==> src/rtl/sevenseg_pkg.sv <==
// Shared types and constants for the 4-digit seven-segment scan controller.
// Segment codes are active-low {dp,g,f,e,d,c,b,a}.
package sevenseg_pkg;

  typedef enum logic {BLANK, DRIVE} scan_state_e;

  localparam logic [7:0] SEG_OFF   = 8'hFF;
  localparam logic [3:0] ANODE_OFF = 4'hF;

  // Hex digits 0..F with the decimal point off
  localparam logic [7:0] HEX_SEG [16] = '{
    8'hC0, 8'hF9, 8'hA4, 8'hB0, 8'h99, 8'h92, 8'h82, 8'hF8,
    8'h80, 8'h90, 8'h88, 8'h83, 8'hC6, 8'hA1, 8'h86, 8'h8E
  };

endpackage

==> src/rtl/sevenseg_decoder.sv <==
// Nibble to active-low cathode pattern; suppression darkens the segments
// but leaves the decimal point under dp control.
module sevenseg_decoder
  import sevenseg_pkg::*;
(
  input  logic [3:0] nibble,
  input  logic       dp,
  input  logic       suppress,
  output logic [7:0] cathode
);

  logic [7:0] seg;

  always_comb begin
    seg     = HEX_SEG[nibble];
    cathode = {~dp, suppress ? 7'h7F : seg[6:0]};
  end

endmodule

==> src/rtl/sevenseg_scan_ctrl.sv <==
// Time-multiplexed 4-digit display scanner with a blanking gap per slot and a
// double-buffered value that only changes at frame boundaries.
module sevenseg_scan_ctrl
  import sevenseg_pkg::*;
#(
  parameter int CLK_HZ       = 100_000_000,
  parameter int REFRESH_HZ   = 1000,
  parameter int BLANK_CYCLES = 1000
) (
  input  logic        clk,
  input  logic        CPU_RESETN,
  input  logic        enable_i,
  input  logic        blank_lz_i,
  input  logic [15:0] value_i,
  input  logic [3:0]  dp_i,
  input  logic        value_valid_i,
  output logic        value_ready_o,
  output logic [3:0]  anode,
  output logic [7:0]  cathode
);

  localparam int DIGIT_CYCLES = CLK_HZ / REFRESH_HZ;
  localparam int CNT_W        = (DIGIT_CYCLES > 1) ? $clog2(DIGIT_CYCLES) : 1;
  localparam logic [CNT_W-1:0] CNT_LAST  = CNT_W'(DIGIT_CYCLES - 1);
  localparam logic [CNT_W-1:0] CNT_BLANK = CNT_W'(BLANK_CYCLES);

  if (BLANK_CYCLES < 1 || BLANK_CYCLES >= DIGIT_CYCLES) begin : g_bad_blank
    $error("sevenseg_scan_ctrl: need 1 <= BLANK_CYCLES < DIGIT_CYCLES");
  end

  logic [CNT_W-1:0] cnt, cnt_n;
  logic [1:0]       idx;
  scan_state_e      state;
  logic [15:0]      shadow_val, pend_val;
  logic [3:0]       shadow_dp, pend_dp;
  logic             pend_full;
  logic             wrap, frame_end, lz_zero, suppress;
  logic [7:0]       dec_cathode;

  assign wrap          = (cnt == CNT_LAST);
  assign frame_end     = enable_i & wrap & (idx == 2'd3);
  assign cnt_n         = wrap ? '0 : cnt + 1'b1;
  assign value_ready_o = ~pend_full;

  // A digit is blank when it and every digit to its left are zero
  always_comb begin
    lz_zero = 1'b0;
    case (idx)
      2'd1:    lz_zero = (shadow_val[15:4]  == '0);
      2'd2:    lz_zero = (shadow_val[15:8]  == '0);
      2'd3:    lz_zero = (shadow_val[15:12] == '0);
      default: lz_zero = 1'b0;
    endcase
    suppress = blank_lz_i & lz_zero;
  end

  sevenseg_decoder u_dec (
    .nibble   (shadow_val[{idx, 2'b00} +: 4]),
    .dp       (shadow_dp[idx]),
    .suppress (suppress),
    .cathode  (dec_cathode)
  );

  always_ff @(posedge clk) begin
    if (!CPU_RESETN) begin
      cnt        <= '0;
      idx        <= 2'd0;
      state      <= BLANK;
      shadow_val <= '0;
      shadow_dp  <= '0;
      pend_val   <= '0;
      pend_dp    <= '0;
      pend_full  <= 1'b0;
      anode      <= ANODE_OFF;
      cathode    <= SEG_OFF;
    end else begin
      // Load and promote are exclusive: a load needs the pending slot empty
      if (value_valid_i && !pend_full) begin
        pend_val  <= value_i;
        pend_dp   <= dp_i;
        pend_full <= 1'b1;
      end else if (pend_full && (frame_end || !enable_i)) begin
        shadow_val <= pend_val;
        shadow_dp  <= pend_dp;
        pend_full  <= 1'b0;
      end

      if (!enable_i) begin
        cnt     <= '0;
        idx     <= 2'd0;
        state   <= BLANK;
        anode   <= ANODE_OFF;
        cathode <= SEG_OFF;
      end else begin
        cnt   <= cnt_n;
        state <= (cnt_n < CNT_BLANK) ? BLANK : DRIVE;
        if (wrap) idx <= idx + 2'd1;
        // Outputs lag the state by one cycle so anode and cathode move together
        if (state == DRIVE) begin
          anode   <= ~(4'b0001 << idx);
          cathode <= dec_cathode;
        end else begin
          anode   <= ANODE_OFF;
          cathode <= SEG_OFF;
        end
      end
    end
  end

endmodule

==> config.mk <==
export PLATFORM = sky130hd
export DESIGN_NAME = sevenseg_scan_ctrl
export DESIGN_NICKNAME = d
export VERILOG_FILES = /design/src/rtl/sevenseg_pkg.sv /design/src/rtl/sevenseg_decoder.sv /design/src/rtl/sevenseg_scan_ctrl.sv
export SDC_FILE = /design/constraint.sdc
export NUM_CORES = 1
export LEC_CHECK = 0
export ABC_AREA = 1
export CAP_MARGIN = 20
export CORE_MARGIN = 2
export CORE_UTILIZATION = 46
export DETAILED_ROUTE_END_ITERATION = 12
export GPL_ROUTABILITY_DRIVEN = 0
export GPL_TIMING_DRIVEN = 0
export HOLD_SLACK_MARGIN = 0.06
export PLACE_DENSITY = 0.76
export SYNTH_ARGS = -nofsm -noshare
export SYNTH_HDL_FRONTEND = slang
export SYNTH_SLANG_ARGS = --single-unit
==> constraint.sdc <==
create_clock -name clk -period 1.86 [get_ports clk]
set_input_delay 0.186 -clock clk [delete_from_list [all_inputs] [get_ports clk]]
set_output_delay 0.186 -clock clk [all_outputs]
set_load 0.03 [all_outputs]
== Word level (Yosys, flattened, before mapping) ==
Memories as Yosys holds them, arrays and structs flattened. A register that Yosys moved wholly into a read port is not among the register bits.
Cells that the tools add are included.

* Bitwise gates (word level): 11
* Reductions and logical operators: 13
* Add/sub/neg operators: 2
* Shift operators: 2
* Divide/modulo/power cells: 0
* Muxes and demuxes: 7
* Equality and inequality tests: 4
* Order comparisons: 2
* Multipliers: 0

{| class="wikitable"
|+ Operator list
! cell !! count
|-
| adder 17 x 1 -> 17 bit, second input constant || 1
|-
| equality test 17 bit, second input constant || 1
|-
| < comparator 17 x 10 -> 1 bit, second input constant || 1
|-
| two-way mux 17 bit || 1
|-
| indexed part select 16 x 5 -> 4 bit || 1
|-
| logical NOT 12 bit || 1
|-
| logical NOT 8 bit || 1
|-
| NOT 1 bit || 6
|-
| NOT 4 -> 5 bit || 1
|-
| equality test 2 bit, second input constant || 2
|-
| logical NOT 4 bit || 1
|-
| two-way mux 1 bit || 4
|-
| NOT 4 bit || 1
|-
| AND reduction 2 bit || 2
|-
| OR reduction 4 bit || 1
|-
| left shift 1 x 2 -> 4 bit, first input constant || 1
|-
| bitwise AND 1 bit || 3
|-
| < comparator 2 x 3 -> 1 bit, second input constant || 1
|-
| one-hot mux 1 bit (3 select lines) || 1
|-
| AND reduction 3 bit || 1
|-
| adder 2 x 1 -> 2 bit, second input constant || 1
|-
| binary-select mux 1 bit (select 2 bit) || 1
|-
| equality test 2 x 1 -> 1 bit, second input constant || 1
|-
| logical AND 1 bit || 2
|-
| other kinds (3) || 4
|}

* ROM bits: 128
* Latch bits: 0
* Input bits: 25
* Memories: 1
* Register bits: 66
* Word-level logic and storage cells: 52
* RAM bits: 0

{| class="wikitable"
|+ Memory list
! name !! words !! bits a word !! read ports !! clocked after Yosys merged registers in !! wr ports !! line !! RTL
|-
| (no name shown) || 16 || 8 || 1 || 1 || 0 || sevenseg_decoder.sv:15 || <nowiki>seg = HEX_SEG[nibble];</nowiki>
|}

== Longest topological paths before layout ==
* Depth in word-level cells: 7
* Gate-level depth with buffers: 12
* Depth with buffers taken out: 12

== Modules after synthesis ==
Synthesis repeated with hierarchy kept, for this count alone.

* Cells, all modules: 473
* Area total of the unflattened synthesis: 3325.7 um2

{| class="wikitable"
|+ Modules (own cells, without submodules)
! module !! area each (um2) !! cells an instance !! sequential area each (um2) !! instances
|-
| sevenseg_scan_ctrl || 3032.9 || 420 || 1461.4 || 1
|-
| sevenseg_decoder || 292.8 || 53 || 0.0 || 1
|}

== Worst setup path before layout ==
Ideal clock, no wire load.

* Path type: register -> register
* From: register idx[0]
* To: register cathode[6]
* Required time: 1738 ps
* Setup time: 122 ps
* Path buffers: 1
* Cell stages (with the launch flop): 13
* Setup slack: 173 ps
* Data arrival time: 1565 ps
* Cells stage by stage: dfxtp_1 > inv_1 > buf_2 > nand2_1 > o211ai_1 > nand2_1 > inv_1 > ha_1 > nand2_1 > nand2_1 > o21bai_1 > o21ai_0 > nand2_1

* Longest elaborated chain between the ends: 4
* Elaborated cells between the ends (all ways): 8
* Those cells by class: eq/ne (3); shift (1); mux (1); bitwise (2); reduce/logical (1)

{| class="wikitable"
|+ RTL lines
! what !! line !! RTL
|-
| start: declaration || sevenseg_scan_ctrl.sv:32 || <nowiki>logic [1:0] idx;</nowiki>
|-
| start signal: assignment || sevenseg_scan_ctrl.sv:97 || <nowiki>if (wrap) idx <= idx + 2'd1;</nowiki>
|-
| equality test 2 bit / equality test 2 x 1 -> 1 bit (equally long branches) || sevenseg_scan_ctrl.sv:48 || <nowiki>case (idx)</nowiki>
|-
| one-hot mux 1 bit (3 select lines) || sevenseg_scan_ctrl.sv:48 ||
|-
| bitwise AND 1 bit || sevenseg_scan_ctrl.sv:54 || <nowiki>suppress = blank_lz_i & lz_zero;</nowiki>
|-
| OR reduction 4 bit (no line) || - ||
|-
| end: declaration || sevenseg_scan_ctrl.sv:19 || <nowiki>output logic [7:0] cathode</nowiki>
|}

Several ways; a longest one is shown, not always the timed one.
A chain may end at the register's enable or synchronous reset.

== Final worst setup path ==
* From: register idx[0]
* To: register cathode[1]

The elaborated chain is that of the path after synthesis.

==> impl_metrics.csv <==
group,metric,value,unit
cells_and_area,area_delta_synth_final,24.4,%
yosys,synth.area.top_cells,"dfxtp_1 (44%), nor2_1 (15%), nand2_1 (9.8%)",
power_and_ir_drop,ir_drop,0.472,mV
cells_and_area,stdcell_count,643,
yosys,syn_area,3360,µm²
setup_path,slowest_stage,"dfxtp_4",
grt,grt_pass1_vias,2817,
timing,rsz0062_at_grt,"yes",
setup_path,crit_buf_inv,3,
setup_path,cp_max_fo,8,
die,io_pins,38,
routing,drt-pass1-iter-count,4,
timing,setup_viol,0,
routing,wl,7290,µm
grt,grt_pass1_wl,12300,µm
setup_path,critPathKind,"flip-flop to flip-flop",
yosys,yosysTopAreaCellShare,43.5,%
clocking,cts.path.max_buffers,2,
grt,antenna_found_initial,0,
die,chipWidth,89.4,µm
min_path,min_path_type,"flip-flop to flip-flop",
die,initial_utilization,46.8,%
grt,gr-total-overflow,0,
clocking,cts_tree,"built",
cells_and_area,nNetsFinal,577,
yosys,synthArstFlopShare,0,%
routing,ant_nets,0,
timing,setup_tns,0,ns
routing,wl_per_cell,11.3,µm
die,die_y,89.4,µm
yosys,avgSynthCellArea,6.95,µm²
timing,max_clock_freq,566,MHz
run,maxCapViolations,0,
setup_path,cp_top_family,"compound AO/OA/AOI/OAI gates",
setup_path,rr_worst_depth,10,
yosys,synth.most_common_cell,"nor2_1",
grt,track_usage,19.5,%
routing,drc,0,
timing,max_slew_margin,65.4,%
clocking,root_buffer,"clkbuf_8",
yosys,synth.distinct_cells,32,
yosys,synth_top_cells_by_count,"nor2_1 (134), nand2_1 (88), dfxtp_1 (73)",
yosys,synth_edf_count,0,
setup_path,cp_data_arrival_time,1.99,ns
clocking,clk_latency,0.35,ns
power_and_ir_drop,power.density,769,nW/µm²
die,rows,31,
die,die_area,8000,µm²
timing,min_period,1.77,ns
routing,drt_iter0_markers,135,
timing,skew,0.0112,ns
setup_path,worst-path-stages,10,
placed_design,port_buffers,37,
timing,finalHoldViolCount,0,
grt,grt_max_degree,14,
timing,maxSlewViolCount,0,
placed_design,place_ws,-0.143,ns
min_path,hold_depth,1,
die,core-area,7180,µm²
clocking,cts.htree.levels,3,
timing,whs,0.455,ns
yosys,ys.flop_type,"dfxtp_1",
cells_and_area,diodes,0,
setup_path,critPathCaptureType,"flip-flop",
yosys,seq_area_frac_synth,43.5,%
routing,vias,3077,
setup_path,startpoint_type,"flip-flop",
placed_design,dp_hpwl,5420,µm
routing,viasPerCell,4.79,
status,outcome,"complete, no violations",
timing,worst_slack,0.0924,ns
setup_path,required,2.08,ns
setup_path,max_stage_delay,0.37,ns
cells_and_area,fin_util,58.2,%
cells_and_area,drive_gt1_share,11.2,%
clocking,cts_buffers,9,
yosys,netlist.top_cell.by_area,"dfxtp_1",
timing,period_share,95.0,%
yosys,yosysWarnings,0,
yosys,synth_cells,483,
yosys,syn-num-nets,520,
power_and_ir_drop,leakage,1.69,nW
clocking,ctsHoldBuffers,0,
placed_design,dp.cells,619,
clocking,clk_pin_slew,0.08,ns
setup_path,crit_chain,"inv_1, buf_6, o211ai_1, nand2_2, buf_6, ha_4, nand2_1, nor2_1, a31oi_1, nand2_1",
clocking,cts.sinks,73,
yosys,synth_seq_cells,73,
timing,worstMarginPinSlew,0.519,ns
-- sequential cells by signal (all words and copies together) (netlist names) --
| register | flops |
|---|---|
| state | 1 |
| idx | 2 |
| cnt | 17 |
| pend_full | 1 |
| anode | 4 |
| pend_val | 16 |
| shadow_val | 16 |
| pend_dp | 4 |
| cathode | 8 |
| shadow_dp | 4 |
-- logic make-up (layout without fill, tap and decap cells) --
group	after synthesis	count (layout)	share of synthesized area, %
DFF	73	73	43.5
adders and majority gates	12	12	4.47
xor gates and xnor gates	1	1	0.261
and+or+nand+nor	274	274	33.9
buffers and inverters	55	116	7.00
AOI/OAI and AO/OA	68	68	10.8
-- power by group --
part           leakage (nW)  switching (mW)  internal (mW)  total [mW]
sequential            0.598          0.0424           1.63        1.67
clock                0.0875           0.604          0.616        1.22
combinational          1.00           0.172          0.148       0.320
total                  1.69           0.819           2.39        3.21
-- worst reg2reg max path, stage by stage (launching register included) --
cell and delay (ns):
dfxtp_4 0.37, inv_1 0.08, buf_6 0.14, o211ai_1 0.21
nand2_2 0.12, buf_6 0.15, ha_4 0.23, nand2_1 0.07
nor2_1 0.05, a31oi_1 0.17, nand2_1 0.08
-- placed cells by master (no fill, tap or decap), types with 2 or more instances in the layout --
cell type | Yosys | final
o21ai_0 | 41 | 38
nand3b_1 | 2 | 2
ha_1 | 12 | 9
nor3_1 | 4 | 4
o21ai_2 | 1 | 2
nor2_2 | 2 | 3
clkbuf_1 | 9 | 9
a21oi_1 | 4 | 4
ha_2 | 0 | 2
o21ai_1 | 13 | 14
clkinv_4 | 0 | 2
clkbuf_8 | 0 | 9
buf_4 | 0 | 10
inv_2 | 4 | 6
inv_1 | 32 | 30
nand4_1 | 7 | 7
o21bai_1 | 3 | 3
clkinv_1 | 2 | 2
nor2_1 | 134 | 133
dfxtp_2 | 0 | 3
clkinvlp_4 | 0 | 3
buf_6 | 3 | 5
nand2_1 | 88 | 86
clkdlybuf4s50_1 | 0 | 37
nand2_4 | 2 | 2
dfxtp_1 | 73 | 69
nand2_2 | 4 | 6
o22ai_1 | 2 | 2
nand3_1 | 28 | 28
-- per-layer routing --
layer  vias to the layer above  track usage [%]  wire length (µm)
met2                        69             32.3              3350
met3                        11             3.14               287
li1                       1655                -                 -
met4                         0             7.19               109
met5                         -                0                 0
met1                      1342             25.8              3540
-- layout make-up --
| class | instances | area, µm² |
|---|---|---|
| Buffer | 16 | 98.8 |
| Clock buffer | 9 | 124 |
| Clock inverter | 6 | 70.1 |
| Fill cell | 655 | 3000 |
| Inverter | 39 | 148 |
| Multi-Input combinational cell | 355 | 1700 |
| Sequential cell | 73 | 1470 |
| Tap cell | 99 | 124 |
| Timing Repair Buffer | 46 | 442 |
-- path summary, 6_finish.rpt --
path	to	slack [ns]	start
max reg2reg	cathode[1]	0.09	idx[0]
min reg2reg	cnt[0]	0.46	cnt[0]
max	cathode[1]	0.09	idx[0]
min	cnt[0]	0.46	cnt[0]
-- stage by stage --
stage | total power, mW | instance area (µm²)
global placement | 1.99 | 3850
CTS | 3.21 | 4060
finish | 3.21 | 4180
detailed placement | 2.00 | 3850
floorplan | 1.89 | 3360
global route | 3.34 | 4180
-- what timing repair did --
| item | 4_1_cts | 5_1_grt |
|---|---|---|
| resized for setup | 4 | 22 |
| buffers inserted | 1 | 8 |
| endpoints found under the hold margin | 0 | 0 |
| pin swaps | 1 | 6 |
| endpoints found under the setup margin | 6 | 27 |
Note: power is estimated with default switching activity, not from simulation.
